$ cat src/rtl/regfile_write_arbiter.sv
`default_nettype none
// ============================================================================
// Module   : regfile_write_arbiter
// Purpose  : Two-requester (ALU / load) arbiter onto a single register-file
//            write port, age-ordered, with PC-write squash and optional
//            pending-write scoreboard (enable with `define SCOREBOARD_EN).
// Revision : 1.0
// ============================================================================
module regfile_write_arbiter #(
    parameter int DATA_WIDTH = 32,
    parameter int ADDR_WIDTH = 4,
    parameter int PC_INDEX   = 15
) (
    input  logic                  clk,
    input  logic                  reset,
    input  logic                  flush,
    input  logic                  aluValid,
    input  logic [ADDR_WIDTH-1:0] aluDest,
    input  logic [DATA_WIDTH-1:0] aluData,
    output logic                  aluReady,
    input  logic                  memValid,
    input  logic [ADDR_WIDTH-1:0] memDest,
    input  logic [DATA_WIDTH-1:0] memData,
    output logic                  memReady,
    output logic                  writeEnable,
    output logic [ADDR_WIDTH-1:0] writeDestination,
    output logic [DATA_WIDTH-1:0] writeData,
    output logic                  pcWrite,
    input  logic [ADDR_WIDTH-1:0] readReg1,
    input  logic [ADDR_WIDTH-1:0] readReg2,
    output logic                  readHazard1,
    output logic                  readHazard2
);

    localparam logic [ADDR_WIDTH-1:0] c_pcIndex = PC_INDEX[ADDR_WIDTH-1:0];
    localparam int                    c_numRegs = 1 << ADDR_WIDTH;

    logic                  r_aluFull, r_memFull, r_aluOlder;
    logic [ADDR_WIDTH-1:0] r_aluDest, r_memDest;
    logic [DATA_WIDTH-1:0] r_aluData, r_memData;

    logic                  w_grantAlu, w_grantMem, w_grant;
    logic                  w_squashAlu, w_squashMem;
    logic                  w_aluCapture, w_memCapture;
    logic                  w_aluFullNext, w_memFullNext;
    logic [ADDR_WIDTH-1:0] w_aluDestNext, w_memDestNext, w_issueDest;
    logic [DATA_WIDTH-1:0] w_issueData;

    // A PC write squashes whatever the other side holds or is accepting now;
    // that entry is always younger because the older side is granted first.
    always_comb begin
        w_grantAlu    = r_aluFull && (!r_memFull || r_aluOlder);
        w_grantMem    = r_memFull && !w_grantAlu;
        w_grant       = w_grantAlu || w_grantMem;
        w_squashAlu   = w_grantMem && (r_memDest == c_pcIndex);
        w_squashMem   = w_grantAlu && (r_aluDest == c_pcIndex);
        w_aluCapture  = aluValid && !r_aluFull && !flush && !w_squashAlu;
        w_memCapture  = memValid && !r_memFull && !flush && !w_squashMem;
        w_aluFullNext = w_aluCapture || (r_aluFull && !w_grantAlu && !flush && !w_squashAlu);
        w_memFullNext = w_memCapture || (r_memFull && !w_grantMem && !flush && !w_squashMem);
        w_aluDestNext = w_aluCapture ? aluDest : r_aluDest;
        w_memDestNext = w_memCapture ? memDest : r_memDest;
        w_issueDest   = w_grantAlu ? r_aluDest : r_memDest;
        w_issueData   = w_grantAlu ? r_aluData : r_memData;
    end

    assign aluReady = !r_aluFull;
    assign memReady = !r_memFull;

    always_ff @(posedge clk) begin
        if (reset) begin
            r_aluFull  <= 1'b0;
            r_memFull  <= 1'b0;
            r_aluOlder <= 1'b0;
            r_aluDest  <= '0;
            r_memDest  <= '0;
            r_aluData  <= '0;
            r_memData  <= '0;
        end else begin
            r_aluFull <= w_aluFullNext;
            r_memFull <= w_memFullNext;
            if (w_aluCapture) begin
                r_aluDest <= aluDest;
                r_aluData <= aluData;
            end
            if (w_memCapture) begin
                r_memDest <= memDest;
                r_memData <= memData;
            end
            // Newly captured entry is the younger one; same-edge pair favours mem.
            if (w_aluCapture)
                r_aluOlder <= 1'b0;
            else if (w_memCapture)
                r_aluOlder <= 1'b1;
        end
    end

    always_ff @(posedge clk) begin
        if (reset) begin
            writeEnable      <= 1'b0;
            pcWrite          <= 1'b0;
            writeDestination <= '0;
            writeData        <= '0;
        end else if (w_grant) begin
            writeEnable      <= 1'b1;
            pcWrite          <= (w_issueDest == c_pcIndex);
            writeDestination <= w_issueDest;
            writeData        <= w_issueData;
        end else begin
            writeEnable      <= 1'b0;
            pcWrite          <= 1'b0;
        end
    end

`ifdef SCOREBOARD_EN
    logic [c_numRegs-1:0] r_pending, w_pendingNext;

    // Mask tracks every entry that will sit in a buffer or the write stage.
    always_comb begin
        w_pendingNext = '0;
        if (w_aluFullNext)
            w_pendingNext[w_aluDestNext] = 1'b1;
        if (w_memFullNext)
            w_pendingNext[w_memDestNext] = 1'b1;
        if (w_grant)
            w_pendingNext[w_issueDest] = 1'b1;
    end

    always_ff @(posedge clk) begin
        if (reset)
            r_pending <= '0;
        else
            r_pending <= w_pendingNext;
    end

    assign readHazard1 = r_pending[readReg1];
    assign readHazard2 = r_pending[readReg2];
`else
    logic w_unusedProbe;
    assign w_unusedProbe = ^{readReg1, readReg2, w_aluDestNext, w_memDestNext, c_numRegs[0]};
    assign readHazard1   = 1'b0;
    assign readHazard2   = 1'b0;
`endif

endmodule
`default_nettype wire

$ cat config.mk
export PLATFORM = sky130hd
export DESIGN_NAME = regfile_write_arbiter
export DESIGN_NICKNAME = d
export VERILOG_FILES = /design/src/rtl/regfile_write_arbiter.sv
export SDC_FILE = /design/constraint.sdc
export NUM_CORES = 1
export LEC_CHECK = 0
export CAP_MARGIN = 5
export CORE_ASPECT_RATIO = 0.9
export CORE_MARGIN = 2
export CORE_UTILIZATION = 34
export DETAILED_ROUTE_END_ITERATION = 10
export PLACE_DENSITY = 0.61
export SYNTH_ARGS = -nofsm -noshare
export SYNTH_HDL_FRONTEND = slang
export SYNTH_SLANG_ARGS = --single-unit
$ cat constraint.sdc
create_clock -name clk -period 2.35 [get_ports clk]
set_input_delay 0.47 -clock clk [delete_from_list [all_inputs] [get_ports clk]]
set_output_delay 0.47 -clock clk [all_outputs]
set_load 0.02 [all_outputs]
# [Yosys cells after proc, flatten, opt, wreduce, memory -nomap -nowiden]
# Index checks and enable logic that the tools add are counted.
[word_totals] output_inout_bits=42 in_bits=85 ff_bits=113
[op_classes] reduce_logical=29 n_eq_ne=3 n_bitwise=1 n_mux=3
[ops] op="$mux W32" count=1
[ops] op="$logic_and A1 B1 Y1" count=16
[ops] op="$eq A4 B4 Y1 const B" count=3
[ops] op="$logic_not A1 Y1" count=7
[ops] op="$logic_or A1 B1 Y1" count=4
[ops] op="$mux W4" count=1
[ops] op="$reduce_or A2 Y1" count=2
[ops] op="$mux W1" count=1
[ops] op="$not A1 Y1" count=1

# [Longest topological paths before layout]
[logic_depth] word_depth=10 mapped_depth=7 depth_no_buf=4

# [Worst setup path after synthesis]
# OpenSTA, ideal clock, no wires.
[synth_timing] path_type="register -> register" start="register r_memFull" end="register r_memData[10]" required_time_ns=2.222 setup_ns=0.128 arrival_ns=1.266 path_stages_with_launch=8 setup_slack_ns=0.956 period_less_slack_ns=1.394 cell_sequence="dfxtp_1 buf_2 inv_2 o2111a_1 buf_6 buf_6 mux2i_1 nor2_1"
[synth_between] elab_chain_cells=6 elab_cells_between_ends=8 classes_between="reduce/logical: 8"
[synth_rtl] item="start: declaration" line="38" text="logic r_aluFull, r_memFull, r_aluOlder;"
[synth_rtl] item="start signal: assignment" line="81" text="r_memFull <= w_memFullNext;"
[synth_rtl] item="$logic_not A1 Y1 *"
[synth_rtl] item="named net memReady" line="24" text="output logic memReady,"
[synth_rtl] item="$logic_or A1 B1 Y1" line="52" text="w_grantAlu = r_aluFull && (!r_memFull || r_aluOlder);"
[synth_rtl] item="$logic_and A1 B1 Y1" line="52"
[synth_rtl] item="$logic_and A1 B1 Y1" line="56" text="w_squashMem = w_grantAlu && (r_aluDest == c_pcIndex);"
[synth_rtl] item="$logic_not A1 Y1" line="58" text="w_memCapture = memValid && !r_memFull && !flush && !w_squashMem;"
[synth_rtl] item="$logic_and A1 B1 Y1 *" line="58"
[synth_rtl] item="end signal: assignment" line="88" text="r_memData <= memData;"
[synth_rtl] item="end: declaration" line="40" text="logic [DATA_WIDTH-1:0] r_aluData, r_memData;"
# The timed path passes the listed nets; every way through them passes the cells marked *.
# A chain may end at the register's enable or synchronous reset.

# [Final worst setup path]
[layout_timing] start="register r_aluFull" end="output aluReady"
[layout_between] elab_chain_cells=1
[layout_rtl] item="start: declaration" line="38"
[layout_rtl] item="start signal: assignment" line="80" text="r_aluFull <= w_aluFullNext;"
[layout_rtl] item="$logic_not A1 Y1" line="67" text="assign aluReady = !r_aluFull;"
[layout_rtl] item="end: declaration" line="20" text="output logic aluReady,"
# Every way passes these cells.

==> impl_metrics.yaml <==
floorplanning:
  die_w_um: 124
  die_h_um: 112
  ios: 127
  start_util_pct: 34.6
  rows: 39
  die-area_sq_um: 13800
  coreArea_sq_um: 12600
worst_setup_path:
  required_ns: 1.88
  cp_top_family: "buffers and inverters"
  arrival_ns: 1.48
  path_buf_inv: 2
  startpoint_type: "flop"
  slowest_stage: "clkdlybuf4s50_1"
  path_cells: "inv_2 -> clkdlybuf4s50_1"
  crit_type: "flop to output pin"
  cpPeakStageDelay_ns: 0.55
  endpoint_kind: "output pin"
  cp_max_fo: 5
clock_network:
  cts_made_buffers: 17
  cts_max_level: 4
  cts_setup_buffers: 0
  cts_root_buffer: "clkbuf_16"
  clkSinkCount: 113
  insertion_delay_ns: 0.40
  cts_resized: 0
  clk_pin_slew_worst_paths_ns: 0.05
  postCtsHoldBufs: 0
  cts_tree: "built"
  clock_path_buffers: 2
grt:
  grt_pass1_wl_um: 17300
  grt_pass1_vias: 3636
  grt_max_degree: 54
  overflow: 0
  grt_usage_pct: 16.1
  antenna_found_initial: 0
power:
  power_density_nw_per_um2: 857
  p_sw_share_pct: 21.8
  seqPwrFrac_pct: 38.7
  ir_worst_vdd_mv: 0.569
  p_leak_nw: 2.35
  p_comb_share_pct: 10.5
  intPower_w: 0.00419
  p_sw_w: 0.00117
  power_w: 0.00537
  p_clk_share_pct: 50.8
detailed_routing:
  wl_met2_um: 4780
  routed_wl_um: 10600
  met1_length_um: 5030
  detail_route.vias_per_cell: 4.77
  vias: 3586
  ant_nets: 0
  avgRoutedWirePerCell_um: 14.1
  dr_wl_met3_um: 646
  initialDrtViolationCount: 194
  top_layer: "met4"
  drc: 0
  dr.pass1.iters: 4
sta:
  min_period_over_period_pct: 83.0
  drv_slew: 0
  setup_viol: 0
  max_slew_margin_pct: 27.6
  rsz0062_at_grt: "no"
  fin_crit_ns: 1.95
  max_freq_ghz: 0.513
  hold_violations: 0
  tightest_slew_ns: 1.08
  skew_ns: 0.0125
  setup-tns-final_ns: 0
synth:
  synthTopCellsByArea: "dfxtp_1 52%, mux2i_1 16%, nor2_1 6.8%"
  synthesis.yosys.warnings: 0
  netlist_area_sq_um: 4370
  synthCells: 467
  ys_seq_area_share_pct: 51.7
  synth.largest_area_cell: "dfxtp_1"
  avgSynthCellArea_sq_um: 9.37
  synth_top_area_share_pct: 51.7
  ys_types: 25
  ys_ff_latch: 113
final_layout:
  drive_gt1_share_pct: 8.67
  n_antenna_cell: 0
  final_cell_mix: "115 x clkdlybuf4s50_1, 112 x dfxtp_1, 79 x nor2_1, 72 x nand2_1, 72 x mux2i_1"
  fin_nets: 660
  syn_to_final_growth_pct: 43.2
  layout_commonest_cell: "clkdlybuf4s50_1"
min_path:
  min_path_type: "input port to flop"
place:
  io_buffers: 116
  post-dp-hpwl_um: 6950
  place_congestion: 0.735
run_status:
  outcome: "finished, final reports clean"
job:
  max_cap_viol_count: 0
[cells in the mapped netlist]
cell type,n
nand4_1,1
nor2_1,79
buf_6,4
nand2_1,72
mux2_2,1
o211a_1,1
buf_2,8
o211ai_4,1
nand3b_1,1
clkbuf_1,14
conb_1,1
o211ai_1,1
nand2_2,1
nor3_1,2
inv_2,2
dfxtp_1,113
nand3_1,2
a21oi_1,36
o21ai_0,2
o21ai_2,1
o2111a_1,1
inv_1,2
buf_4,13
mux2i_1,72
a211oi_1,36
[metal layers]
layer	global-route usage (%)	vias to the layer above
li1	-	1796
met1	20.3	1687
met2	25.2	95
met3	5.69	8
met4	5.98	0
met5	0	-
[kinds of logic after synthesis]
family	synth area share [%]
muxes	16.7
other	0.0857
buffers and inverters	5.72
and+or+nand+nor	13.9
DFF	51.7
AOI/OAI and AO/OA	11.9
[metrics by stage]
stage / std cells / cell area [sq um] / setup WS (ns) / util, % / hold slack (ns)
2_1_floorplan: 468 / 4380 / 0.956 / - / 0.437
3_3_place_gp: 720 / 5620 / 0.336 / 44.5 / 0.444
3_5_place_dp: 720 / 5620 / 0.298 / 44.5 / 0.447
4_1_cts: 752 / 6260 / 0.376 / 49.6 / 0.331
5_1_grt: 752 / 6260 / 0.211 / 49.6 / 0.342
6_report: 752 / 6260 / 0.400 / 49.6 / 0.340
[path summary, 6_finish.rpt]
path,startpoint,to,slack [ns],cells past startpoint
max,r_aluFull,aluReady,0.40,2
min,reset,r_aluData[14],0.34,2
max reg2reg,r_memDest[0],r_aluData[21],0.47,4
min reg2reg,r_aluData[14],r_aluData[14],0.45,2
[sequential cells by signal, summed over array words and instances, names as in the netlist]
signal            flops
r_memData            32
r_aluOlder            1
r_aluData            32
writeDestination      4
r_memDest             4
r_aluDest             4
r_memFull             1
r_aluFull             1
writeEnable           1
writeData            32
pcWrite               1
[final cells by class]
| class | count | area, sq um |
|---|---|---|
| fill | 1189 | 6370 |
| multi-input combinational | 312 | 1870 |
| timing repair buffer | 127 | 1270 |
| inverter | 4 | 15.0 |
| clock buffer | 22 | 484 |
| tap | 164 | 205 |
| sequential | 113 | 2260 |
| clock inverter | 10 | 155 |
[power groups by stage]
stage	Clock (W)	Combinational, W	Sequential, W
finish	0.00272	0.000565	0.00208
global route	0.00288	0.000615	0.00209
CTS	0.00278	0.000573	0.00208
detailed placement	0	0.000569	0.00212
global placement	0	0.000562	0.00211
floorplan	0	0.000266	0.00215
[worst register-to-register path, delay by kind of cell (launching register included)]
kind / cells / cell delay (ns)
AOI/OAI and AO/OA: 2 / 1.09
DFF: 1 / 0.36
and+or+nand+nor: 2 / 0.35
No activity file was read; power rests on OpenSTA's default activity.
